--- src/rtl/bridge_pkg.sv ---
// Shared definitions for the AHB2AHB bridge controllers: state encoding,
// packet/response field offsets and counter sizing.
package bridge_pkg;

  typedef enum logic [1:0] {
    StWake  = 2'd0,
    StRun   = 2'd1,
    StDrain = 2'd2,
    StSleep = 2'd3
  } state_e;

  // Request packet layout: {rd0_wr1, valid, addr, wr_data}
  function automatic int unsigned pkt_rdwr_bit(int unsigned aw, int unsigned dw);
    return aw + dw + 1;
  endfunction

  function automatic int unsigned pkt_valid_bit(int unsigned aw, int unsigned dw);
    return aw + dw;
  endfunction

  function automatic int unsigned pkt_addr_lsb(int unsigned dw);
    return dw;
  endfunction

  // Response packet layout: {err, data}
  function automatic int unsigned rsp_err_bit(int unsigned dw);
    return dw;
  endfunction

  // Bits needed to hold values 0..max
  function automatic int unsigned cnt_width(int unsigned max);
    return (max < 1) ? 1 : $clog2(max + 1);
  endfunction

endpackage

--- src/rtl/bridge_outstanding_ctr.sv ---
// Saturating up/down counter of transactions in flight, with clear and an
// underflow flag raised when a decrement is requested at zero.
module bridge_outstanding_ctr #(
  parameter int unsigned MaxCount = 4,
  parameter int unsigned Width    = 3
) (
  input  logic             clk_i,
  input  logic             rst_ni,
  input  logic             inc_i,
  input  logic             dec_i,
  input  logic             clr_i,
  output logic [Width-1:0] cnt_o,
  output logic             underflow_o
);

  logic [Width-1:0] cnt_q, cnt_d;

  assign underflow_o = dec_i && (cnt_q == '0);
  assign cnt_o       = cnt_q;

  // An underflowing decrement is ignored, so a same-cycle increment still counts.
  always_comb begin
    cnt_d = cnt_q;
    if (clr_i) begin
      cnt_d = '0;
    end else if (inc_i && (!dec_i || underflow_o)) begin
      if (cnt_q != Width'(MaxCount)) cnt_d = cnt_q + 1'b1;
    end else if (dec_i && !inc_i && !underflow_o) begin
      cnt_d = cnt_q - 1'b1;
    end
  end

  always_ff @(posedge clk_i or negedge rst_ni) begin
    if (!rst_ni) cnt_q <= '0;
    else         cnt_q <= cnt_d;
  end

endmodule

--- src/rtl/bridge_src_ctrl.sv ---
// Source-domain bridge controller: pushes slave requests into the request FIFO,
// returns in-order read responses and sequences wake / drain / sleep.
module bridge_src_ctrl
  import bridge_pkg::*;
#(
  parameter int unsigned ADDR_WIDTH      = 32,
  parameter int unsigned DATA_WIDTH      = 32,
  parameter int unsigned MAX_OUTSTANDING = 4,
  parameter int unsigned DRAIN_TIMEOUT   = 256,
  parameter int unsigned WAKE_CYCLES     = 2,
  localparam int unsigned PKT_WIDTH      = ADDR_WIDTH + DATA_WIDTH + 2
) (
  input  logic                  i_clk_src,
  input  logic                  i_rstn_src,
  input  logic                  i_src_sleep_req,
  input  logic                  i_sink_sleep_status,
  input  logic                  i_valid,
  input  logic                  i_rd0_wr1,
  input  logic [ADDR_WIDTH-1:0] i_addr,
  input  logic [DATA_WIDTH-1:0] i_wr_data,
  output logic                  o_ready,
  output logic [DATA_WIDTH-1:0] o_rd_data,
  output logic                  o_rd_valid,
  output logic                  o_rd_err,
  input  logic                  i_req_fifo_full,
  input  logic                  i_req_fifo_empty,
  output logic                  o_req_fifo_wr_en,
  output logic [PKT_WIDTH-1:0]  o_packet,
  input  logic                  i_rsp_fifo_empty,
  input  logic [DATA_WIDTH:0]   i_rsp_packet,
  output logic                  o_rsp_fifo_rd_en,
  output logic [3:0]            o_outstanding,
  output logic                  o_src_sleep_ack,
  output logic                  o_source_sleep_status,
  output logic                  o_sink_rstn,
  output logic                  o_drain_timeout,
  output logic                  o_proto_err
);

  localparam int unsigned CntW     = cnt_width(MAX_OUTSTANDING);
  localparam int unsigned WakeW    = cnt_width(WAKE_CYCLES);
  localparam int unsigned DrainW   = cnt_width(DRAIN_TIMEOUT);
  localparam int unsigned RdwrBit  = pkt_rdwr_bit(ADDR_WIDTH, DATA_WIDTH);
  localparam int unsigned ValidBit = pkt_valid_bit(ADDR_WIDTH, DATA_WIDTH);
  localparam int unsigned AddrLsb  = pkt_addr_lsb(DATA_WIDTH);
  localparam int unsigned ErrBit   = rsp_err_bit(DATA_WIDTH);

  state_e              state_q, state_d;
  logic [WakeW-1:0]    wake_cnt_q, wake_cnt_d;
  logic [DrainW-1:0]   drain_cnt_q, drain_cnt_d;
  logic [CntW-1:0]     out_cnt;
  logic                sleep_cond, rd_accept, pop, underflow, drain_tmo, rsp_take;
  logic [DATA_WIDTH-1:0] rd_data_q, rd_data_d;
  logic                rd_err_q, rd_err_d, rd_valid_q, rd_valid_d;
  logic                proto_q, proto_d, tmo_q, tmo_d, ack_q, ack_d, sink_rstn_q, sink_rstn_d;

  assign sleep_cond = i_src_sleep_req | i_sink_sleep_status;

  assign o_ready = (state_q == StRun) && !i_req_fifo_full && !sleep_cond &&
                   ((out_cnt < CntW'(MAX_OUTSTANDING)) || i_rd0_wr1);
  assign o_req_fifo_wr_en = i_valid && o_ready;
  assign rd_accept        = o_req_fifo_wr_en && !i_rd0_wr1;

  always_comb begin
    o_packet                          = '0;
    o_packet[RdwrBit]                 = i_rd0_wr1;
    o_packet[ValidBit]                = 1'b1;
    o_packet[AddrLsb +: ADDR_WIDTH]   = i_addr;
    o_packet[DATA_WIDTH-1:0]          = i_wr_data;
  end

  assign pop              = ((state_q == StRun) || (state_q == StDrain)) && !i_rsp_fifo_empty;
  assign o_rsp_fifo_rd_en = pop;
  // A response with nothing outstanding is a protocol violation and is dropped.
  assign rsp_take         = pop && !underflow;

  bridge_outstanding_ctr #(
    .MaxCount (MAX_OUTSTANDING),
    .Width    (CntW)
  ) u_out_ctr (
    .clk_i       (i_clk_src),
    .rst_ni      (i_rstn_src),
    .inc_i       (rd_accept),
    .dec_i       (pop),
    .clr_i       (drain_tmo),
    .cnt_o       (out_cnt),
    .underflow_o (underflow)
  );

  assign o_outstanding = 4'(out_cnt);

  always_comb begin
    state_d     = state_q;
    wake_cnt_d  = '0;
    drain_cnt_d = '0;
    drain_tmo   = 1'b0;
    unique case (state_q)
      StWake: begin
        wake_cnt_d = wake_cnt_q + 1'b1;
        if (wake_cnt_q == WakeW'(WAKE_CYCLES - 1)) state_d = sleep_cond ? StSleep : StRun;
      end
      StRun: begin
        if (sleep_cond) state_d = StDrain;
      end
      StDrain: begin
        drain_cnt_d = drain_cnt_q + 1'b1;
        if ((out_cnt == '0) && i_req_fifo_empty && i_rsp_fifo_empty) begin
          state_d = StSleep;
        end else if ((DRAIN_TIMEOUT != 0) && (drain_cnt_q == DrainW'(DRAIN_TIMEOUT - 1))) begin
          drain_tmo = 1'b1;
          state_d   = StSleep;
        end
      end
      StSleep: begin
        if (!sleep_cond) state_d = StWake;
      end
      default: state_d = StWake;
    endcase
  end

  always_comb begin
    rd_data_d   = rsp_take ? i_rsp_packet[DATA_WIDTH-1:0] : rd_data_q;
    rd_err_d    = rsp_take ? i_rsp_packet[ErrBit] : rd_err_q;
    rd_valid_d  = rsp_take;
    proto_d     = proto_q | (pop && underflow);
    tmo_d       = tmo_q | drain_tmo;
    // Ack and sink reset follow the state being entered so they change with it.
    ack_d       = (state_d == StSleep) && i_src_sleep_req;
    sink_rstn_d = (state_d == StSleep) ? !i_sink_sleep_status : 1'b1;
  end

  always_ff @(posedge i_clk_src or negedge i_rstn_src) begin
    if (!i_rstn_src) begin
      state_q     <= StWake;
      wake_cnt_q  <= '0;
      drain_cnt_q <= '0;
      rd_data_q   <= '0;
      rd_err_q    <= 1'b0;
      rd_valid_q  <= 1'b0;
      proto_q     <= 1'b0;
      tmo_q       <= 1'b0;
      ack_q       <= 1'b0;
      sink_rstn_q <= 1'b0;
    end else begin
      state_q     <= state_d;
      wake_cnt_q  <= wake_cnt_d;
      drain_cnt_q <= drain_cnt_d;
      rd_data_q   <= rd_data_d;
      rd_err_q    <= rd_err_d;
      rd_valid_q  <= rd_valid_d;
      proto_q     <= proto_d;
      tmo_q       <= tmo_d;
      ack_q       <= ack_d;
      sink_rstn_q <= sink_rstn_d;
    end
  end

  assign o_rd_data             = rd_data_q;
  assign o_rd_err              = rd_err_q;
  assign o_rd_valid            = rd_valid_q;
  assign o_proto_err           = proto_q;
  assign o_drain_timeout       = tmo_q;
  assign o_src_sleep_ack       = ack_q;
  assign o_sink_rstn           = sink_rstn_q;
  assign o_source_sleep_status = (state_q == StSleep);

endmodule

--- config.mk ---
export PLATFORM = sky130hd
export DESIGN_NAME = bridge_src_ctrl
export DESIGN_NICKNAME = d
export VERILOG_FILES = /design/src/rtl/bridge_pkg.sv /design/src/rtl/bridge_outstanding_ctr.sv /design/src/rtl/bridge_src_ctrl.sv
export SDC_FILE = /design/constraint.sdc
export NUM_CORES = 1
export LEC_CHECK = 0
export CAP_MARGIN = 10
export CORE_ASPECT_RATIO = 1.2
export CORE_MARGIN = 2
export CORE_UTILIZATION = 37
export CTS_CLUSTER_SIZE = 20
export DETAILED_ROUTE_END_ITERATION = 6
export PLACE_DENSITY = 0.82
export SKIP_LAST_GASP = 1
export SYNTH_ARGS = -nofsm -noshare
export SYNTH_HDL_FRONTEND = slang
export SYNTH_SLANG_ARGS = --single-unit
--- constraint.sdc ---
create_clock -name i_clk_src -period 4.8 [get_ports i_clk_src]
set_clock_uncertainty 0.05 [all_clocks]
set_input_delay 0.72 -clock i_clk_src [delete_from_list [all_inputs] [get_ports i_clk_src]]
set_output_delay 0.72 -clock i_clk_src [all_outputs]
set_load 0.02 [all_outputs]
* Yosys cells after proc, flatten, opt, wreduce, memory -nomap -nowiden
Index checks and enable logic that the tools add are counted.
Storage, ports and cells: flip-flop bits (word level) 54, output and inout port bits 112, logic and storage cells 74
Operators by class: add/sub/neg operators 4, magnitude comparators 1, eq/ne operators 8, multiplexer cells 17, bitwise logic cells 3, reductions and logical operators 30
Operators by type and width (count):
- 1-bit logical AND | 15
- 2-bit 2-to-1 mux | 7
- 3-bit 2-to-1 mux | 4
- 9-bit by 1-bit adder with 9-bit output, second input constant | 1
- 9-bit by 8-bit == test with 1-bit output, second input constant | 1
- 9-bit 2-to-1 mux | 1
- 1-bit zero test | 8
- 2-bit one-hot mux with 4 select lines | 1
- 2-bit == test, second input constant | 3
- 3-bit inequality test, second input constant | 2
- 2-bit by 1-bit == test with 1-bit output, second input constant | 2
- 1-bit 2-to-1 mux | 4
- 3-bit by 1-bit adder with 3-bit output, second input constant | 1
- 3-bit zero test | 1
- 1-bit logical OR | 3
- 3-bit < comparator, second input constant | 1
- 1-bit bitwise OR | 3
- 3-bit nonzero test | 1
- 3-bit by 1-bit subtractor with 3-bit output, second input constant | 1
- 2-bit by 1-bit adder with 2-bit output, second input constant | 1
- 2-bit zero test | 1
- 2-bit AND reduction | 1

* Logic depth before layout (Yosys ltp)
Gate-level depths: netlist of run 1.
depth after elaboration 12, gate-level depth with buffers 9, depth with buffers taken out 9

* Cells and area by module
A second synthesis of run 1 with hierarchy kept.
Second synthesis, totals: cell total of the unflattened synthesis 251, area total of the unflattened synthesis 3030.4 µm²
By module, submodules not included:
- bridge_src_ctrl | times used 1, cells each 222, area each 2778.9 µm², sequential area each 1276.2 µm²
- bridge_outstanding_ctr | times used 1, cells each 29, area each 251.5 µm², sequential area each 75.1 µm²

* Worst setup path after synthesis of run 1
No wires, ideal clock.
path kind input -> output, start input i_sink_sleep_status, end output o_req_fifo_wr_en, arrival time 2.040 ns, path slack 1.990 ns, cell stages on the path 3, buffers on the path 0, path through nor4b_2 -> a21boi_0 -> and2_1
On the way: longest elaborated chain between the ends 5
Ends and longest elaborated chain:
- start: declaration | line bridge_src_ctrl.sv:16 | input logic i_sink_sleep_status,
- 1-bit bitwise OR | line bridge_src_ctrl.sv:57 | assign sleep_cond = i_src_sleep_req | i_sink_sleep_status;
- 1-bit zero test
- 1-bit logical AND (2 in a row) | line bridge_src_ctrl.sv:59 | assign o_ready = (state_q == StRun) && !i_req_fifo_full && !sleep_cond &&
- net o_ready | line bridge_src_ctrl.sv:21 | output logic o_ready,
- 1-bit logical AND | line bridge_src_ctrl.sv:61 | assign o_req_fifo_wr_en = i_valid && o_ready;
- end: declaration | line bridge_src_ctrl.sv:27 | output logic o_req_fifo_wr_en,
The timed path passes the listed nets, and every way through them passes these cells.

* Worst setup path after layout of run 1
start input i_sink_sleep_status, end output o_req_fifo_wr_en
On the way: longest elaborated chain between the ends 5
Ends and longest elaborated chain (line):
- 1-bit bitwise OR | bridge_src_ctrl.sv:57
- 1-bit zero test
- 1-bit logical AND (2 in a row) | bridge_src_ctrl.sv:59
- 1-bit logical AND | bridge_src_ctrl.sv:61
No other way between the ends.

==> impl_metrics.toml, run 1 <==
[synthesis]
netlist_instances = 244
yosys-top-cells-area = "dfrtp_1, buf_4, mux2_4"
yosysTopAreaCell = "dfrtp_1"
synth_area_um2 = 2983
synth_edf_count = 0
async_reset_ff_frac = 1.000
synth_top_area_share = 0.4530
ys_ff_latch = 54
synth_area_per_cell_um2 = 12.22
synth_most_common_cell = "buf_4"
ys.warnings.count = 0
synth_ff_type = "dfrtp_1"
synth_common_cells = "buf_4, dfrtp_1, mux2_4, inv_1"
synth_cell_types = 42
synth_nets = 358
seq_area_frac_synth = 0.4530

[worst_hold_path]
hold_depth = 1
holdPathEnd = "wake_cnt_q[0]"
holdCritPathClass = "reg2reg"
holdCritStartpoint = "wake_cnt_q[0]"

[global_routing]
grt_max_degree = 55
grt_pass1_vias = 1888
globalRoute.totalOverflow = 0
antenna_found_initial = 0
grt_pass1_wl_um = 9494
grt_use_total = 0.1396

[sta]
rsz0062_at_grt = "no"
period_share = 0.7585
setup_slack_ns = 1.159
maxSlewViolCount = 0
finalSetupTns_ns = 0
setup_viol = 0
fin_crit_ns = 3.641
fmax_mhz = 274.7
slew_headroom = 0.5516
worst_pin_slew_ns = 0.6726
fin_hold_ws_ns = 0.4052
hold_viol = 0

[place]
io_buffers = 87
placed_area_um2 = 3438
place_inst = 354
dp_slack_ns = 1.213
dp_hpwl_um = 4508
gp_congestion = 0.8292

[critical_path]
reg2reg_slack_ns = 2.14
critPathLaunchType = "input pin"
ff2ff_path_depth = 9
worst-endpoint-arrival_ns = 2.87
path_max_fanout = 5
worstReg2RegStart = "state_q[1]"
timing.rr.end = "u_out_ctr.cnt_o[2]"
worstSetupPathType = "in2out"
critPathCaptureType = "primary output"
critical_path_required_ns = 4.03

[clock_network]
cts_resized = 0
ctsHoldBuffers = 0
htreeDepth = 2
root_buffer = "clkbuf_8"
cts.sinks = 54
cts_tree = "yes"
clockBufferDepth = 2
path_clk_slew_ns = 0.10
post_cts.repair.setup_buffers = 0
cts_buffers = 5
insertion_delay_ns = 0.31

[flow_run]
maxCapViolCount = 0

[route]
vias_per_cell = 4.956
drt_iter0_markers = 44
dr.pass1.iters = 4
vias = 1794
wl_per_cell_um = 16.84
ant_nets = 0
drc = 0
wl_um = 6095

[pwr]
leakagePower_nw = 1.530
power_mw = 2.341
p_per_area_nw_per_um2 = 662.9
ir_drop_uv = 254.9

[floorplan]
die_w_um = 85.97
dieArea_um2 = 8799
ioPinCount = 218
coreArea_um2 = 7751
start_util = 0.3848
die_h_um = 102.4
num_rows = 35

[cells_and_area]
utilization = 0.4557
fin_nets = 383
n_antenna_cell = 0
layout-drive-gt1-share = 0.1963
post-route-cell-area_um2 = 3532
layout.cells.non_filler = 362
syn_to_final_growth_pct = 18.41

[status]
status = "finished, final reports clean"
[worst max path at each step]
stage | depth (start not counted) | end | from
6_report | 5 | o_req_fifo_wr_en | i_sink_sleep_status
5_1_grt | 5 | o_req_fifo_wr_en | i_sink_sleep_status
4_1_cts | 5 | o_req_fifo_wr_en | i_sink_sleep_status
3_5_place_dp | 5 | o_req_fifo_wr_en | i_sink_sleep_status
3_3_place_gp | 5 | o_req_fifo_wr_en | i_sink_sleep_status
2_1_floorplan | 3 | o_req_fifo_wr_en | i_sink_sleep_status
[state kept, by name (all words and copies together) (netlist names)]
signal / flops
state_q: 2
o_sink_rstn: 1
u_out_ctr.cnt_o: 3
o_drain_timeout: 1
o_rd_valid: 1
drain_cnt_q: 9
wake_cnt_q: 2
o_rd_data: 32
o_proto_err: 1
o_rd_err: 1
o_src_sleep_ack: 1
[worst max-delay path, cell delays in order]
cell	delay, ns
clkdlybuf4s50_1	0.48
nor4b_2	0.64
a21boi_0	0.28
and2_1	0.15
clkdlybuf4s50_1	0.60
[cell families (layout without fill, tap and decap cells)]
logic type | count (synthesis) | after routing | synth area share
other | 2 | 2 | 0.002518
AOI/OAI and AO/OA | 20 | 20 | 0.04824
xor gates and xnor gates | 4 | 4 | 0.01175
buffers and inverters | 79 | 105 | 0.1913
adders and majority gates | 8 | 8 | 0.03607
muxes | 36 | 36 | 0.1711
and+or+nand+nor | 41 | 41 | 0.08599
DFF | 54 | 54 | 0.4530
[cell usage in the layout (no fill, tap or decap), drive strengths merged, types with 3 or more instances in the layout]
cell / Yosys / layout
a31oi: 3 / 3
nor2b: 4 / 4
a21boi: 4 / 4
ha: 7 / 7
o21ai: 3 / 3
and2: 6 / 6
clkbuf: 1 / 5
mux2i: 3 / 3
nand3: 5 / 5
buf: 70 / 3
nand2: 7 / 7
nor2: 5 / 5
clkdlybuf4s50: 0 / 86
dfrtp: 54 / 54
inv: 8 / 9
nand2b: 3 / 3
mux2: 33 / 33
xnor2: 3 / 3
nor3: 3 / 3
[routing by layer]
metal	wire length [um]	part of all wire	GRT usage
met2	2869	0.47	0.2165
met3	552	0.091	0.04200
met1	2338	0.38	0.1652
met4	334	0.055	0.09890
met5	0	0	0
[layout make-up]
cell class | count | area [um^2]
Clock buffer | 5 | 68.82
Fill cell | 708 | 4219
Timing Repair Buffer | 89 | 880.8
Sequential cell | 54 | 1351
Clock inverter | 3 | 25.02
Multi-Input combinational cell | 111 | 1061
Tap cell | 92 | 115.1
Inverter | 8 | 30.03
[report_power, final]
part           total [mW]  switching (mW)  leakage [nW]  internal, mW
Combinational        1.29           0.585         0.836         0.709
Sequential          0.786           0.133         0.649         0.653
Clock               0.262           0.157        0.0447         0.106
Total                2.34           0.874          1.53          1.47
Power figures use the tool's default switching activity.
==> run 2: changes to the inputs <==
CORE_UTILIZATION = 35   (was 37)
PLACE_DENSITY = 0.78   (was 0.82)
clock period = 3.75 ns   (was 4.8 ns; I/O delays follow)
==> run 2 against run 1 <==
Final cell count grew 6.4%. Utilization fell by 1.7 points. Register-to-register slack got worse by 0.93 ns. Largest cell class unchanged. Via count shrank 1.2%. Critical path type unchanged. Global-route usage fell by 1.5 points. Setup slack got worse by 0.52 ns. Critical path depth up 1. Design area rose by 1.9%. Non-clock buffer count rose by 1. Power is 31% higher. Sequential share of layout area is 0.70 points lower. Highest routed layer unchanged.
==> impl_metrics.toml, run 2 (synthesized netlist as in run 1, its figures left out) <==
[critical_path]
cp-startpoint = "i_sink_sleep_status"
cp_slowest_stage_delay_ns = 0.59
worst-path-buf-inv = 3
critPathLaunchType = "input pin"
endpoint = "o_req_fifo_wr_en"
cp_top_family = "buffers and inverters"
path_max_fanout = 5
critical_path_required_ns = 3.14
worstReg2RegStart = "state_q[0]"
crit_path_cell_trace = "clkdlybuf4s50_1 -> nor4b_2 -> buf_4 -> a21boi_0 -> and2_1 -> clkdlybuf4s50_1"
worst-endpoint-arrival_ns = 2.50
worstSetupPathType = "in2out"
critPathCaptureType = "primary output"
reg2reg_slack_ns = 1.21
timing.rr.end = "u_out_ctr.cnt_o[2]"
crit_cells = 6
cpMostUsedCell = "clkdlybuf4s50_1"
slowest_stage = "clkdlybuf4s50_1"
ff2ff_path_depth = 9

[sta]
maxSlewViolCount = 0
setup_slack_ns = 0.6419
fin_hold_ws_ns = 0.1695
finalSetupTns_ns = 0
setup_viol = 0
period_share = 0.8288
fmax_mhz = 321.7
hold_viol = 0
fin_crit_ns = 3.108
rsz0062_at_grt = "no"

[route]
drt_iter0_markers = 70
wl_um = 5849
drc = 0
wl_per_cell_um = 15.19
vias = 1773
vias_per_cell = 4.605
ant_nets = 0
dr.pass1.iters = 4

[global_routing]
grt_pass1_vias = 1811
grt_pass1_wl_um = 9018
grt_max_degree = 34
grt_use_total = 0.1245
antenna_found_initial = 0
globalRoute.totalOverflow = 0

[clock_network]
ctsHoldBuffers = 0
htreeDepth = 2
cts_buffers = 5
clockBufferDepth = 2
cts_resized = 0
root_buffer = "clkbuf_8"
cts.sinks = 54
cts_tree = "yes"
post_cts.repair.setup_buffers = 0
insertion_delay_ns = 0.30
path_clk_slew_ns = 0.09

[pwr]
internal-power_mw = 1.957
leakagePower_nw = 1.553
switching_share = 0.3599
p_seq_frac = 0.328
ir_drop_uv = 424.2
pwr-share-clk = 0.127
power_frac_comb = 0.545
switchingPower_mw = 1.100
p_per_area_nw_per_um2 = 849.5

[floorplan]
coreArea_um2 = 8198
die_h_um = 105.1
die_w_um = 88.28
ioPinCount = 218
dieArea_um2 = 9280
num_rows = 36
start_util = 0.3639

[cells_and_area]
fin_nets = 384
mostFrequentLayoutCells = "clkdlybuf4s50_1, dfrtp_1, mux2_4"
final_common_cell = "clkdlybuf4s50_1"
syn_to_final_growth_pct = 20.64
layout-drive-gt1-share = 0.1993
layout.cells.non_filler = 385
n_antenna_cell = 0
largest_register_ff_count = 32

[flow_run]
maxCapViolCount = 0

[place]
dp_slack_ns = 0.6467
place_inst = 377
gp_congestion = 0.8112
dp_hpwl_um = 4387
io_buffers = 87

[worst_hold_path]
holdCritPathClass = "in2async"

[status]
status = "finished, final reports clean"
[run 2: how the worst min path moves through the flow]
stage	endpoint	slack, ns	cells past startpoint
final	drain_cnt_q[7]	0.17	1
after global routing	drain_cnt_q[7]	0.19	1
after CTS	o_rd_data[24]	0.18	1
after detailed placement	wake_cnt_q[0]	0.38	1
after global placement	wake_cnt_q[0]	0.37	1
after floorplan	drain_cnt_q[0]	0.22	0
[run 2: through the flow]
step / total power, mW / instance area, um^2 / utilization
floorplan: 2.131 / 2983 / -
global placement: 2.655 / 3486 / 0.4252
detailed placement: 2.698 / 3486 / 0.4252
CTS: 3.104 / 3598 / 0.4390
global route: 3.253 / 3598 / 0.4390
finish: 3.057 / 3598 / 0.4390
[run 2: power by group through the flow]
stage	Combinational (mW)	Sequential [mW]	Clock, mW
4_1_cts	1.69	1.01	0.405
3_5_place_dp	1.68	1.01	0
2_1_floorplan	0.864	1.27	0
6_report	1.67	1.00	0.387
3_3_place_gp	1.65	1.00	0
5_1_grt	1.78	1.04	0.436
[run 2: cell type report]
| cell class | count | area, um^2 |
|---|---|---|
| Timing Repair Buffer | 90 | 900.9 |
| Tap cell | 114 | 142.6 |
| Sequential cell | 54 | 1351 |
| Clock buffer | 5 | 68.82 |
| Clock inverter | 3 | 43.79 |
| Inverter | 8 | 30.03 |
| Fill cell | 781 | 4599 |
| Multi-Input combinational cell | 111 | 1061 |
[run 2: layer usage]
metal	vias up	wire [um]	global-route usage
met2	89	2715	0.1971
met4	0	254	0.08117
met1	849	2402	0.1504
met5	-	0	0
met3	36	476	0.02449
li1	799	-	-
